### src/rtl/mem_port_arbiter.sv
// mem_port_arbiter: shares one off-chip memory port between the instruction
// fill path and the data-side memory stage. Requests are serialized through
// IDLE -> ACCESS -> DONE, with the strobes held for MEM_LATENCY cycles and a
// one-cycle done pulse to the owner.
// Optional feature macro: MEM_ARB_ROUND_ROBIN_EN (round-robin tie-break;
// when undefined the data side always wins a tie).

module mem_port_arbiter #(
  parameter int MEM_LATENCY = 4,
  parameter int WORD_SIZE   = 16,
  parameter int LINE_SIZE   = 64
) (
  input  logic                 clk,
  input  logic                 reset,
  input  logic                 i_req,
  input  logic [WORD_SIZE-1:0] i_addr,
  output logic [LINE_SIZE-1:0] i_rdata,
  output logic                 i_done,
  input  logic                 d_req,
  input  logic                 d_we,
  input  logic [WORD_SIZE-1:0] d_addr,
  input  logic [WORD_SIZE-1:0] d_wdata,
  output logic [LINE_SIZE-1:0] d_rdata,
  output logic                 d_done,
  output logic                 m_readM,
  output logic                 m_writeM,
  output logic [WORD_SIZE-1:0] m_address,
  output logic [LINE_SIZE-1:0] m_data_out,
  output logic                 m_data_oe,
  input  logic [LINE_SIZE-1:0] m_data_in,
  output logic                 busy,
  output logic                 owner
);

  // Counter holds MEM_LATENCY-1 down to 0; at least one bit wide.
  localparam int              CW       = (MEM_LATENCY > 1) ? $clog2(MEM_LATENCY) : 1;
  localparam logic [CW-1:0]   CNT_LOAD = CW'(MEM_LATENCY - 1);
  localparam logic [CW-1:0]   CNT_ZERO = {CW{1'b0}};
  localparam logic [CW-1:0]   CNT_ONE  = CW'(1);
  localparam int              PAD      = LINE_SIZE - WORD_SIZE;

  typedef enum logic [1:0] {
    ST_IDLE   = 2'd0,
    ST_ACCESS = 2'd1,
    ST_DONE   = 2'd2
  } state_t;

  state_t                 state_r, state_s;
  logic                   owner_s;
  logic [WORD_SIZE-1:0]   addr_r, addr_s;
  logic                   we_r, we_s;
  logic [WORD_SIZE-1:0]   wdata_r, wdata_s;
  logic [CW-1:0]          cnt_r, cnt_s;
  logic                   grant_d_s;
  logic                   capture_s;

`ifdef MEM_ARB_ROUND_ROBIN_EN
  // 1 when the data side received the most recent grant.
  logic                   last_d_r;
`endif

  // Tie-break between the two requesters (only meaningful in IDLE).
  always_comb begin
    grant_d_s = 1'b0;
    if (d_req && !i_req) begin
      grant_d_s = 1'b1;
    end else if (d_req && i_req) begin
`ifdef MEM_ARB_ROUND_ROBIN_EN
      grant_d_s = !last_d_r;
`else
      grant_d_s = 1'b1;
`endif
    end else begin
      grant_d_s = 1'b0;
    end
  end

  // Next-state and latched-transaction logic.
  always_comb begin
    state_s   = state_r;
    owner_s   = owner;
    addr_s    = addr_r;
    we_s      = we_r;
    wdata_s   = wdata_r;
    cnt_s     = cnt_r;
    capture_s = 1'b0;
    case (state_r)
      ST_IDLE: begin
        if (i_req || d_req) begin
          owner_s = grant_d_s;
          addr_s  = grant_d_s ? d_addr : i_addr;
          we_s    = grant_d_s & d_we;
          wdata_s = grant_d_s ? d_wdata : {WORD_SIZE{1'b0}};
          cnt_s   = CNT_LOAD;
          state_s = ST_ACCESS;
        end else begin
          state_s = ST_IDLE;
        end
      end
      ST_ACCESS: begin
        if (cnt_r == CNT_ZERO) begin
          capture_s = !we_r;
          state_s   = ST_DONE;
        end else begin
          cnt_s = cnt_r - CNT_ONE;
        end
      end
      ST_DONE: begin
        state_s = ST_IDLE;
      end
      default: begin
        state_s = ST_IDLE;
      end
    endcase
  end

  // State register and latched transaction fields.
  always_ff @(posedge clk) begin
    if (reset) begin
      state_r <= ST_IDLE;
      addr_r  <= {WORD_SIZE{1'b0}};
      we_r    <= 1'b0;
      wdata_r <= {WORD_SIZE{1'b0}};
      cnt_r   <= CNT_ZERO;
    end else begin
      state_r <= state_s;
      addr_r  <= addr_s;
      we_r    <= we_s;
      wdata_r <= wdata_s;
      cnt_r   <= cnt_s;
    end
  end

`ifdef MEM_ARB_ROUND_ROBIN_EN
  // Round-robin pointer: remembers which side won the last grant.
  always_ff @(posedge clk) begin
    if (reset) begin
      last_d_r <= 1'b0;
    end else if ((state_r == ST_IDLE) && (i_req || d_req)) begin
      last_d_r <= grant_d_s;
    end else begin
      last_d_r <= last_d_r;
    end
  end
`endif

  // Registered memory strobes, status and per-side result registers.
  always_ff @(posedge clk) begin
    if (reset) begin
      m_readM    <= 1'b0;
      m_writeM   <= 1'b0;
      m_data_oe  <= 1'b0;
      m_address  <= {WORD_SIZE{1'b0}};
      m_data_out <= {LINE_SIZE{1'b0}};
      busy       <= 1'b0;
      owner      <= 1'b0;
      i_done     <= 1'b0;
      d_done     <= 1'b0;
      i_rdata    <= {LINE_SIZE{1'b0}};
      d_rdata    <= {LINE_SIZE{1'b0}};
    end else begin
      m_readM    <= (state_s == ST_ACCESS) && !we_s;
      m_writeM   <= (state_s == ST_ACCESS) && we_s;
      m_data_oe  <= (state_s == ST_ACCESS) && we_s;
      m_address  <= (state_s == ST_ACCESS) ? addr_s : {WORD_SIZE{1'b0}};
      m_data_out <= ((state_s == ST_ACCESS) && we_s) ? {wdata_s, {PAD{1'b0}}}
                                                     : {LINE_SIZE{1'b0}};
      busy       <= (state_s != ST_IDLE);
      owner      <= owner_s;
      i_done     <= (state_s == ST_DONE) && !owner_s;
      d_done     <= (state_s == ST_DONE) && owner_s;
      if (capture_s && !owner) begin
        i_rdata <= m_data_in;
      end else begin
        i_rdata <= i_rdata;
      end
      if (capture_s && owner) begin
        d_rdata <= m_data_in;
      end else begin
        d_rdata <= d_rdata;
      end
    end
  end

endmodule
### config.mk
export PLATFORM = sky130hd
export DESIGN_NAME = mem_port_arbiter
export DESIGN_NICKNAME = d
export VERILOG_FILES = /design/src/rtl/mem_port_arbiter.sv
export SDC_FILE = /design/constraint.sdc
export NUM_CORES = 1
export LEC_CHECK = 0
export BUFFER_PORTS_ARGS = -buffer_cell sky130_fd_sc_hd__buf_2
export CORE_ASPECT_RATIO = 0.75
export CORE_MARGIN = 2
export CORE_UTILIZATION = 43
export CTS_CLUSTER_DIAMETER = 80
export DETAILED_ROUTE_END_ITERATION = 6
export PLACE_DENSITY_LB_ADDON = 0.05
export SYNTH_ARGS = -nofsm -noshare
export SYNTH_HDL_FRONTEND = slang
export SYNTH_SLANG_ARGS = --single-unit
### constraint.sdc
create_clock -name clk -period 1.75 [get_ports clk]
set_input_delay 0.0875 -clock clk [delete_from_list [all_inputs] [get_ports clk]]
set_output_delay 0.0875 -clock clk [all_outputs]
set_load 0.01 [all_outputs]
; After elaboration in Yosys (flattened, before gate mapping)
; Index checks and enable logic that the tools add are counted.
[totals]
ff_bits = 251
in_bits = 117
output_inout_bits = 215
wordCells = 66
[classes]
addsub = 1
n_eq_ne = 5
mux = 20
bitwise = 3
reduce_logical = 21
[ops]
columns = cell, count
row1 = 16-bit two-way mux, 6
row2 = 1-bit two-way mux, 9
row3 = 1-bit logical AND, 8
row4 = 2-bit one-hot mux with 2 select lines, 2
row5 = 2-bit two-way mux, 3
row6 = 1-bit zero test, 5
row7 = "2-bit by 1-bit equality test with 1-bit output, second input constant", 2
row8 = 2-bit zero test, 2
row9 = "2-bit inequality test, second input constant", 2
row10 = 2-bit nonzero test, 2
row11 = 2-bit OR reduction, 2
row12 = 3-bit AND reduction, 1
row13 = "2-bit equality test, second input constant", 1
row14 = 1-bit inverter, 2
row15 = "2-bit by 1-bit subtractor with 2-bit output, second input constant", 1
row16 = 1-bit bitwise AND, 1
row17 = 1-bit logical OR, 1

; Longest topological paths before layout
; Gate-level depths: netlist of run 1.
[logic_depth]
ltp_word = 9
mapped_depth = 7
ltp_nobuf = 5

; Worst setup path before layout of run 1
; OpenSTA, ideal clock, no wires.
[synth_path]
path_type = register to register
startpoint = register cnt_r[0]
endpoint = register d_rdata[10]
setup_ns = 0.120
arrival_ns = 1.502
required_ns = 1.630
path_slack_ns = 0.128
path_stages_with_launch = 8
n_path_buf = 2
period_less_slack_ns = 1.622
path_cell_list = dfxtp_1 -> inv_1 -> ha_1 -> nand3b_4 -> or3b_1 -> buf_4 -> buf_6 -> mux2i_1
[synth_between]
elab_chain_len = 4
[synth_lines]
columns = item, line
row1 = "start, declared", 53  ; logic [CW-1:0] cnt_r, cnt_s;
row2 = "start signal, assigned", 130  ; cnt_r <= cnt_s;
row3 = 2-bit zero test, 101  ; if (cnt_r == CNT_ZERO) begin
row4 = 1-bit two-way mux, 101
row5 = 1-bit two-way mux, 87  ; case (state_r)
row6 = 1-bit logical AND, 177  ; if (capture_s && owner) begin
row7 = "end signal, assigned", 160  ; d_rdata <= {LINE_SIZE{1'b0}};
row8 = "end signal, assigned", 178  ; d_rdata <= m_data_in;
row9 = "end signal, assigned", 180  ; d_rdata <= d_rdata;
row10 = "end, declared", 23  ; output logic [LINE_SIZE-1:0] d_rdata,
; Every way passes these cells.
; A chain may end at the register's enable or synchronous reset.

; Worst setup path in the final report of run 1
[layout_path]
startpoint = register cnt_r[0]
endpoint = register i_rdata[13]
[layout_between]
elab_chain_len = 4
[layout_lines]
columns = item, line
row1 = 2-bit zero test, 101
row2 = 1-bit two-way mux, 101
row3 = 1-bit two-way mux, 87
row4 = 1-bit logical AND, 172  ; if (capture_s && !owner) begin
row5 = "end signal, assigned", 159  ; i_rdata <= {LINE_SIZE{1'b0}};
row6 = "end signal, assigned", 173  ; i_rdata <= m_data_in;
row7 = "end signal, assigned", 175  ; i_rdata <= i_rdata;
row8 = "end, declared", 17  ; output logic [LINE_SIZE-1:0] i_rdata,
; Every way passes these cells.

==> results of run 1 <==
-- area by class of cell --
class | instances | area (µm²) | share of cell area
timing repair buffer | 407 | 2690 | 0.242
inverter | 4 | 20.0 | 0.00180
clock buffer | 34 | 644 | 0.0579
multi-input combinational | 527 | 3340 | 0.300
clock inverter | 3 | 65.1 | 0.00585
tap | 242 | 303 | 0.0272
sequential | 203 | 4060 | 0.365
-- cell usage after synthesis (all sizes together) --
library cell	number	share of area
buf	78	0.071
nor3b	2	0.0033
o21ai	18	0.012
a21oi	37	0.024
nor4b	1	0.0011
nor4bb	1	0.0013
nand3b	1	0.0025
inv	4	0.0019
and2	1	0.00080
nor2	5	0.0030
a211oi	18	0.017
nor3	2	0.0013
or2	2	0.0016
ha	1	0.0016
mux2i	144	0.18
a221oi	16	0.018
or3b	2	0.0022
conb	1	0.00048
dfxtp	203	0.52
o211ai	1	0.0016
and3b	1	0.0011
a2111oi	16	0.018
or3	1	0.00080
nand2	209	0.10
clkbuf	30	0.014
-- layout by cell type, fill, tap and decap left out, drive strengths merged, types with 2 or more instances in the layout --
master and n:
a2111oi 16, a211oi 18, a21oi 37, a221oi 16, buf 317, bufinv 2, clkbuf 37, conb 48
dfxtp 203, dlygate4sd3 87, inv 4, mux2i 144, nand2 209, nor2 5, nor3 2, nor3b 2
o21ai 18, or2 2, or3b 2
-- stage by stage --
stage | cells | setup slack, ps | util | hold slack (ps) | setup TNS, ps
final | 1420 | 91.3 | 0.627 | 8.68 | 0
after detailed placement | 1289 | -47.4 | 0.528 | 363 | -47.4
after floorplan | 842 | 128 | - | 246 | 0
after global routing | 1420 | -5.49 | 0.627 | 27.6 | -5.49
after CTS | 1413 | 14.1 | 0.618 | 1.71 | 0
after global placement | 1289 | 41.8 | 0.528 | 365 | 0
-- power by group through the flow --
stage                     Sequential, mW  Combinational, mW  Clock [mW]
after CTS                           5.02               1.69        4.65
after global routing                5.05               1.95        4.83
final                               5.02               1.79        4.56
after detailed placement            5.12               1.53           0
after floorplan                     5.21              0.905           0
after global placement              5.12               1.53           0
-- how the worst max path moves through the flow --
| stage | startpoint | end |
|---|---|---|
| finish | cnt_r[0]$_SDFFE_PP0P_ | i_rdata[13]$_SDFFE_PP0P_ |
| global route | cnt_r[1]$_SDFFE_PP0P_ | i_rdata[14]$_SDFFE_PP0P_ |
| CTS | cnt_r[0]$_SDFFE_PP0P_ | d_rdata[35]$_SDFFE_PP0P_ |
| detailed placement | cnt_r[0]$_SDFFE_PP0P_ | m_address[5]$_SDFF_PP0_ |
| global placement | cnt_r[0]$_SDFFE_PP0P_ | m_address[9]$_SDFF_PP0_ |
| floorplan | cnt_r[0]$_SDFFE_PP0P_ | d_rdata[10]$_SDFFE_PP0P_ |
-- cells by family after synthesis --
group           Yosys count  synth area share
compound gates          106            0.0905
fa+ha+maj                 1           0.00159
flops                   203             0.518
simple gates            228             0.119
mux                     144             0.184
other cells               1          0.000478
buf+inv                 112            0.0870
-- per-layer routing --
layer  vias up  wire length [µm]  share of wire  GRT usage
met5         -                 0              0          0
met4         0               512          0.023     0.0541
met3        35              1460          0.067     0.0557
met2       240              9720           0.44      0.343
met1      3074             10200           0.47      0.269
li1       3374                 -              -          -
-- worst reg2reg max path, delay by kind of cell, from the launching register on --
| family | cells | cell delay, ps |
|---|---|---|
| buf+inv | 4 | 650 |
| flops | 1 | 290 |
| simple gates | 2 | 250 |
| mux | 1 | 210 |
| fa+ha+maj | 1 | 180 |
-- sequential cells by signal, indices dropped and copies added, names as in the netlist --
register	count
m_data_out	16
d_done	1
m_address	16
we_r	1
d_rdata	64
cnt_r	2
addr_r	16
m_data_oe	1
state_r	2
i_rdata	64
owner	1
i_done	1
busy	1
wdata_r	16
m_readM	1
-- what timing repair did --
action / in CTS / in global routing
endpoints found under the hold margin: 166 / 0
cloned: 0 / 5
endpoints found under the setup margin: 1 / 123
pin swaps: 0 / 1
hold buffers: 87 / 0
buffers inserted: 0 / 2
resized for setup: 2 / 16
==> summary.txt, run 1 <==
Status
  – Status: finished, final reports clean

Detailed routing
  – DRT iter0 DRCs: 380
  – Drt first pass iters: 4
  – Final WL: 21.9 mm
  – Via density: around 4.7
  – ANT nets after route: 0
  – DRC: 0
  – Routed length per instance: about 15 µm
  – Via count: 6723

Clock network
  – Clock latency on the worst-skew pair: approximately 490 ps
  – Max clock buf depth: 3
  – Clock Pin Slew Worst Setup and Hold Paths: 60 ps
  – Root Driver: clkbuf_16
  – Max H-tree Level: 1
  – CTS tree: built
  – Sink Count: 203
  – Cts bufs inserted: 21

Floorplan
  – Die footprint: 19400 µm²
  – DIE WIDTH: around 160 µm
  – Initial core utilization: 0.442
  – Chip height: roughly 120 µm
  – Row count: 42
  – Ports: 332
  – Core Footprint: 17800 µm²

Layout
  – Fillers: 1510
  – Number of diodes: 0
  – P&R area growth vs syn: 41.7%
  – Post-route cell area: about 11000 µm²
  – Layout cells sized above 1: 0.313
  – Final net count: 1282

Synthesis
  – Synthesized flop and latch total: 203
  – Synth cell types: 33
  – Mapped Cells: 795
  – Register area share after synthesis: 0.518
  – Mapped Avg Cell Area: a little under 10 µm²
  – Ys Warns: 0
  – Cell Area, Synth: around 7900 µm²

Global routing
  – First-pass GRT wire length: between 30 and 40 mm
  – Initial antenna violation count: 0
  – Largest net degree at the start of global routing: 65
  – Overflow after GRT: 0
  – GRT Overall Usage: 0.207
  – Vias in the first global route: 6450

Setup path
  – Critical Path Max Stage Delay: 290 ps
  – Required time worst endpoint: around 2200 ps
  – Slowest-stage cell, CP: dfxtp_1
  – Arr. time, crit path: 2070 ps
  – Critical Path End Type: flop
  – Startpoint types: flop
  – Worst path bufs/invs: 4
  – Critical Path Fanout Max: 11
  – Worst r2r src: cnt_r[0]$_SDFFE_PP0P_
  – Worst Path Class, Setup: reg -> reg
  – CP cell instances: inv_1, ha_4, nand3b_4, buf_4, nor3_4, buf_4, buf_8, mux2i_1
  – R2r setup slk: about 90 ps
  – CP most frequent cell: buf_4
  – CP top delay family: buffers and inverters
  – Crit path depth: 8
  – Worst r2r path cells: 8
  – R2R Path End: i_rdata[13]$_SDFFE_PP0P_

Pwr
  – Clock network power share: 0.401
  – P_sw: 2.86 mW
  – Comb power frac: 0.158
  – Lkg Pwr: 5.45 nW
  – Flop pwr share: 0.442
  – VDD IR max: 830 µV
  – Pwr Total: approximately 11 mW
  – Int Pwr: ~8.5 mW
  – Switching Share: 0.251
  – Power per Cell Area: 1020 nW/µm²

Place
  – Placed Instance Area: 9380 µm²
  – Routability cong.: between 0.7 and 0.8
  – Post-DP HPWL: 13.6 mm
  – Port Buf Inserts: 283

Min path
  – Hold Path Cell Cnt: 3
  – Min-delay src: i_addr[10]
  – Hold Path Sink: addr_r[10]$_SDFF_PP0_
  – Worst Hold Class: in -> reg

STA
  – Skew final: 12.9 ps
  – Fin crit share: 0.948
  – Fin crit period: 1660 ps
  – Endpoints failing setup: 0
  – Final hold vios: 0
  – Least-Margin Pin Slew: roughly 600 ps
  – Relative slew slack: 0.601
  – Slew Limit Fails: 0
  – Peak Freq: approximately 600 MHz

Run
  – # Max-Cap Violations: 0
Note: power is estimated with default switching activity, not from simulation.
==> run 2, diff against run 1 <==
--- a/config.mk
+++ b/config.mk
@@ -10,8 +10,10 @@
 export CORE_MARGIN = 2
 export CORE_UTILIZATION = 43
 export CTS_CLUSTER_DIAMETER = 80
+export CTS_CLUSTER_SIZE = 16
 export DETAILED_ROUTE_END_ITERATION = 6
 export PLACE_DENSITY_LB_ADDON = 0.05
+export RECOVER_POWER = 100
 export SYNTH_ARGS = -nofsm -noshare
 export SYNTH_HDL_FRONTEND = slang
 export SYNTH_SLANG_ARGS = --single-unit
==> summary.txt, run 2 (same netlist as run 1, synthesis figures left out) <==
Status
  – Status: finished, final reports clean (unchanged)

STA
  – Slew Limit Fails: 0 (unchanged)
  – Peak Freq: 601 MHz (was 603 MHz)
  – Final hold vios: 0 (unchanged)
  – Relative slew slack: 0.603 (was 0.601)
  – Endpoints failing setup: 0 (unchanged)
  – Least-Margin Pin Slew: 596 ps (was 598 ps)
  – Skew final: 15.6 ps (was 12.9 ps)
  – Fin crit share: 0.951 (was 0.948)
  – Fin crit period: 1660 ps (about the same)

Detailed routing
  – ANT nets after route: 0 (unchanged)
  – Drt first pass iters: 5 (was 4)
  – Final WL: 21.6 mm (was 21.9 mm)
  – Via density: 4.76 (was 4.73)
  – DRT iter0 DRCs: 388 (was 380)
  – Via count: 6638 (was 6723)
  – Routed length per instance: 15.5 µm (was 15.4 µm)
  – DRC: 0 (unchanged)

Clock network
  – CTS tree: built (unchanged)
  – Sink Count: 203 (unchanged)
  – Clock latency on the worst-skew pair: 470 ps (was 490 ps)
  – Max clock buf depth: 3 (unchanged)
  – Cts bufs inserted: 16 (was 21)
  – Root Driver: clkbuf_16 (unchanged)
  – Max H-tree Level: 1 (unchanged)
  – Clock Pin Slew Worst Setup and Hold Paths: 70 ps (was 60 ps)

Layout
  – Fillers: 1572 (was 1510)
  – Most frequent cells in the layout: buf_2 (246), nand2_1 (208), dfxtp_1 (203), mux2i_1 (144), dlygate4sd3_1 (82) (was buf_2 (283), nand2_1 (208), dfxtp_1 (203), mux2i_1 (144), dlygate4sd3_1 (87))
  – Number of diodes: 0 (unchanged)
  – Layout cells sized above 1: 0.276 (was 0.313)
  – Non-Filler Instances: 1395 (was 1420)
  – Largest regs: d_rdata x64, i_rdata x64 (unchanged)
  – Most common cell after layout, fill and taps aside: buf_2 (unchanged)
  – Final net count: 1271 (was 1282)
  – P&R area growth vs syn: 36.7% (was 41.7%)

Place
  – Port Buf Inserts: 283 (unchanged)
  – Post-DP HPWL: 13.6 mm (unchanged)
  – Placed cell count: 1289 (unchanged)
  – Routability cong.: 0.761 (unchanged)

Setup path
  – Arr. time, crit path: 2060 ps (was 2070 ps)
  – Required time worst endpoint: 2140 ps (was 2160 ps)
  – Critical Path Fanout Max: 22 (was 11)
  – Startpoint types: flop (unchanged)
  – R2r setup slk: 90 ps (about the same)
  – Critical Path End Type: flop (unchanged)
  – Worst Path Class, Setup: reg -> reg (unchanged)

Floorplan
  – Ports: 332 (unchanged)
  – DIE WIDTH: 160 µm (unchanged)
  – Chip height: 121 µm (unchanged)
  – Row count: 42 (unchanged)
  – Die footprint: 19400 µm² (unchanged)
  – Initial core utilization: 0.442 (unchanged)
  – Core Footprint: 17800 µm² (unchanged)

Global routing
  – GRT Overall Usage: 0.206 (was 0.207)
  – Initial antenna violation count: 0 (unchanged)
  – Vias in the first global route: 6456 (was 6450)
  – Overflow after GRT: 0 (unchanged)
  – First-pass GRT wire length: 32.9 mm (was 33.0 mm)
  – Largest net degree at the start of global routing: 65 (unchanged)

Pwr
  – VDD IR max: 638 µV (was 830 µV)
  – Lkg Pwr: 5.13 nW (was 5.45 nW)
  – Pwr Total: 10.1 mW (was 11.4 mW)
  – Power per Cell Area: 938 nW/µm² (was 1020 nW/µm²)

Min path
  – Worst Hold Class: in -> reg (unchanged)

Run
  – # Max-Cap Violations: 0 (unchanged)
-- run 2: changes by cell type in the layout (fill, tap and decap cells not counted), sizes merged --
cell	before	now
buf	317	280
clkbuf	37	56
dlygate4sd3	87	82
bufinv	2	0
clkinv	1	0
clkinvlp	0	1
-- run 2: path summary, 6_finish.rpt --
path	from	endpoint	depth (start not counted)
max	cnt_r[0]$_SDFFE_PP0P_	i_rdata[35]$_SDFFE_PP0P_	8
min	i_addr[13]	addr_r[13]$_SDFF_PP0_	3
max reg2reg	cnt_r[0]$_SDFFE_PP0P_	i_rdata[35]$_SDFFE_PP0P_	8
min reg2reg	i_rdata[7]$_SDFFE_PP0P_	i_rdata[7]$_SDFFE_PP0P_	2
-- run 2: final cells by class --
class	instances	area [µm²]	area share
well taps	242	303	0.0282
flip-flops and latches	203	4060	0.379
multi-input cells	527	3340	0.311
clock buffers	17	425	0.0396
clock inverters	1	7.51	0.000700
inverters	4	20.0	0.00187
repair buffers	401	2570	0.239
-- run 2: stage by stage --
step	area [µm²]	setup TNS [ps]	setup slack [ps]	hold slack, ps	utilization
after floorplan	8030	0	128	246	-
final	10700	0	86.3	12.5	0.604
after global routing	10700	-107	-17.3	27.9	0.604
after detailed placement	9380	-47.4	-47.4	363	0.528
after CTS	10600	0	6.32	0.519	0.599
after global placement	9380	0	41.8	365	0.528
-- run 2: metal layers --
metal | GRT usage | share of wire
met4 | 0.0648 | 0.030
met1 | 0.269 | 0.46
met5 | 0 | 0
met2 | 0.340 | 0.44
met3 | 0.0496 | 0.065
-- run 2: repair_timing --
item | 4_1_cts | 5_1_grt
setup buffers | 0 | 2
pin swaps | 0 | 1
cloned | 0 | 4
hold buffers | 82 | 0
resized for setup | 2 | 16
setup endpoints to repair | 1 | 130
hold endpoints to repair | 162 | 0
-- run 2: worst max-delay path: stages, from the launching register on --
cell	delay [ps]
dfxtp_1	300
inv_1	110
ha_4	180
nand3b_4	70
buf_4	160
nor3_4	170
buf_4	160
buf_12	210
mux2i_1	200
-- run 2: report_power, final --
part	internal, mW	switching (mW)	total, mW	leakage (nW)
logic	0.773	0.975	1.75	3.27
registers	4.91	0.114	5.02	1.65
clock network	1.72	1.58	3.30	0.210
==> run 3, diff against run 2 <==
--- a/config.mk
+++ b/config.mk
@@ -8,12 +8,13 @@
 export BUFFER_PORTS_ARGS = -buffer_cell sky130_fd_sc_hd__buf_2
 export CORE_ASPECT_RATIO = 0.75
 export CORE_MARGIN = 2
-export CORE_UTILIZATION = 43
+export CORE_UTILIZATION = 48
 export CTS_CLUSTER_DIAMETER = 80
 export CTS_CLUSTER_SIZE = 16
 export DETAILED_ROUTE_END_ITERATION = 6
-export PLACE_DENSITY_LB_ADDON = 0.05
+export PLACE_DENSITY = 0.8
 export RECOVER_POWER = 100
+export SETUP_SLACK_MARGIN = 0.1
 export SYNTH_ARGS = -nofsm -noshare
 export SYNTH_HDL_FRONTEND = slang
 export SYNTH_SLANG_ARGS = --single-unit
==> constraint.sdc (replaced) <==
create_clock -name clk -period 1.7 [get_ports clk]
set_input_delay 0.085 -clock clk [delete_from_list [all_inputs] [get_ports clk]]
set_output_delay 0.085 -clock clk [all_outputs]
set_load 0.01 [all_outputs]
==> summary.txt, run 3 (same netlist as run 1, synthesis figures left out) <==
Layout
  – Final net count: 1277 (was 1271)
  – Most common cell after layout, fill and taps aside: nand2_1 (was buf_2)
  – Largest regs: d_rdata x64, i_rdata x64 (unchanged)
  – P&R area growth vs syn: 38.3% (was 36.7%)
  – Most frequent cells in the layout: nand2_1 (208), dfxtp_1 (201), clkbuf_1 (167), mux2i_1 (144), buf_2 (116) (was buf_2 (246), nand2_1 (208), dfxtp_1 (203), mux2i_1 (144), dlygate4sd3_1 (82))
  – Number of diodes: 0 (unchanged)
  – Layout cells sized above 1: 0.186 (was 0.276)
  – Post-route cell area: 10900 µm² (was 10700 µm²)
  – Core Util, Final: 0.678 (was 0.604)

Floorplan
  – Chip height: 115 µm (was 121 µm)
  – Row count: 40 (was 42)
  – Die footprint: 17400 µm² (was 19400 µm²)
  – DIE WIDTH: 152 µm (was 160 µm)
  – Core Footprint: 16000 µm² (was 17800 µm²)
  – Ports: 332 (unchanged)
  – Initial core utilization: 0.490 (was 0.442)

STA
  – Relative slew slack: 0.479 (was 0.603)
  – Endpoints failing setup: 0 (unchanged)
  – TNS Setup: 0 ps (unchanged)
  – Fin crit period: 1640 ps (was 1660 ps)
  – Skew final: 16.2 ps (was 15.6 ps)
  – RSZ-0062 raised after global routing: true
  – Final hold vios: 0 (unchanged)
  – Final setup margin: 57.0 ps (was 86.3 ps)
  – Peak Freq: 609 MHz (was 601 MHz)
  – Worst hold slack: 60.8 ps (was 12.5 ps)
  – Least-Margin Pin Slew: 781 ps (was 596 ps)
  – Fin crit share: 0.966 (was 0.951)
  – Slew Limit Fails: 0 (unchanged)

Global routing
  – Initial antenna violation count: 0 (unchanged)
  – Overflow after GRT: 0 (unchanged)
  – First-pass GRT wire length: 32.8 mm (was 32.9 mm)
  – Largest net degree at the start of global routing: 100 (was 65)
  – GRT Overall Usage: 0.234 (was 0.206)
  – Vias in the first global route: 6558 (was 6456)

Status
  – Status: finished, final reports clean (unchanged)

Pwr
  – Flop pwr share: 0.493 (was 0.499)
  – P_sw: 2.84 mW (was 2.67 mW)
  – Int Pwr: 7.68 mW (was 7.40 mW)
  – Clock network power share: 0.319 (was 0.328)
  – Comb power frac: 0.188 (was 0.174)
  – Lkg Pwr: 4.67 nW (was 5.13 nW)
  – Power per Cell Area: 968 nW/µm² (was 938 nW/µm²)
  – Switching Share: 0.270 (was 0.265)
  – VDD IR max: 743 µV (was 638 µV)

Clock network
  – Cts bufs inserted: 16 (unchanged)
  – Clock Pin Slew Worst Setup and Hold Paths: 70 ps (about the same)
  – Max H-tree Level: 1 (unchanged)
  – Sink Count: 203 (unchanged)
  – Max clock buf depth: 3 (unchanged)
  – Clock latency on the worst-skew pair: 470 ps (about the same)
  – CTS tree: built (unchanged)
  – Root Driver: clkbuf_16 (unchanged)

Detailed routing
  – Drt first pass iters: 4 (was 5)
  – Via count: 6885 (was 6638)
  – ANT nets after route: 0 (unchanged)
  – DRC: 0 (unchanged)
  – Routed length per instance: 16.6 µm (was 15.5 µm)
  – Via density: 5.03 (was 4.76)
  – DRT iter0 DRCs: 279 (was 388)
  – Final WL: 22.7 mm (was 21.6 mm)

Run
  – # Max-Cap Violations: 0 (unchanged)

Setup path
  – Critical Path End Type: flop (unchanged)
  – Critical Path Fanout Max: 11 (was 22)
  – Startpoint types: flop (unchanged)
  – Required time worst endpoint: 2090 ps (was 2140 ps)
  – Slowest-stage cell, CP: or3b_4 (was dfxtp_1)
  – CP cell instances: inv_2, ha_4, nand3b_4, or3b_4, buf_12, buf_16, mux2i_1 (was inv_1, ha_4, nand3b_4, buf_4, nor3_4, buf_4, buf_12, mux2i_1)
  – Arr. time, crit path: 2030 ps (was 2060 ps)
  – Worst Path Class, Setup: reg -> reg (unchanged)
  – Critical Path Max Stage Delay: 440 ps (was 300 ps)

Place
  – Post-DP HPWL: 13.5 mm (was 13.6 mm)
  – Placed Instance Area: 9320 µm² (was 9380 µm²)
  – Dpl ws: -0.625 ps (was -47.4 ps)
  – Port Buf Inserts: 283 (unchanged)
  – Routability cong.: 0.781 (was 0.761)

Min path
  – Worst Hold Class: in -> reg (unchanged)
-- run 3: cell type report --
class                   instances  area, µm²
fillers                      1293       5160
flip-flops and latches        203       4070
multi-input cells             530       3530
repair buffers                404       2550
clock buffers                  17        425
well taps                     210        263
inverters                       4       20.0
clock inverters                 1       7.51
-- run 3: stage by stage --
step	power (mW)	instances
after floorplan	6.30	842
after detailed placement	6.82	1250
after global placement	6.79	1250
final	10.5	1369
after CTS	10.4	1359
after global routing	11.0	1369
-- run 3: final timing paths --
kind | startpoint | end | slack [ps] | depth (start not counted)
setup / recovery | cnt_r[1]$_SDFFE_PP0P_ | d_rdata[22]$_SDFFE_PP0P_ | 60 | 7
hold / removal | d_we | m_data_oe$_SDFF_PP0_ | 60 | 3
setup reg to reg | cnt_r[1]$_SDFFE_PP0P_ | d_rdata[22]$_SDFFE_PP0P_ | 60 | 7
hold reg to reg | d_rdata[8]$_SDFFE_PP0P_ | d_rdata[8]$_SDFFE_PP0P_ | 460 | 2
-- run 3: layer usage --
metal	part of all wire	vias up	GRT usage
li1	-	3347	-
met1	0.41	3248	0.287
met2	0.49	243	0.408
met3	0.068	47	0.0571
met4	0.031	0	0.0691
met5	0	-	0
-- run 3: critical path: cells and delay by family, from the launching register on --
| kind | cells | cell delay (ps) |
|---|---|---|
| adders and majority gates | 1 | 150 |
| buffers and inverters | 3 | 390 |
| DFF | 1 | 310 |
| muxes | 1 | 170 |
| and+or+nand+nor | 2 | 540 |
-- run 3: what timing repair did --
| item | 4_1_cts | 5_1_grt |
|---|---|---|
| setup buffers | 6 | 6 |
| gates resized for setup | 17 | 42 |
| hold buffers | 81 | 0 |
| hold endpoints to repair | 160 | 0 |
| cloned | 4 | 4 |
| endpoints found under the setup margin | 95 | 115 |
| pin swaps | 2 | 3 |
-- run 3: power groups by stage --
stage | clock (mW) | sequential, mW | combinational [mW]
detailed placement | 0 | 5.28 | 1.54
global route | 3.63 | 5.21 | 2.14
CTS | 3.41 | 5.17 | 1.78
floorplan | 0 | 5.36 | 0.934
finish | 3.35 | 5.18 | 1.98
global placement | 0 | 5.27 | 1.52
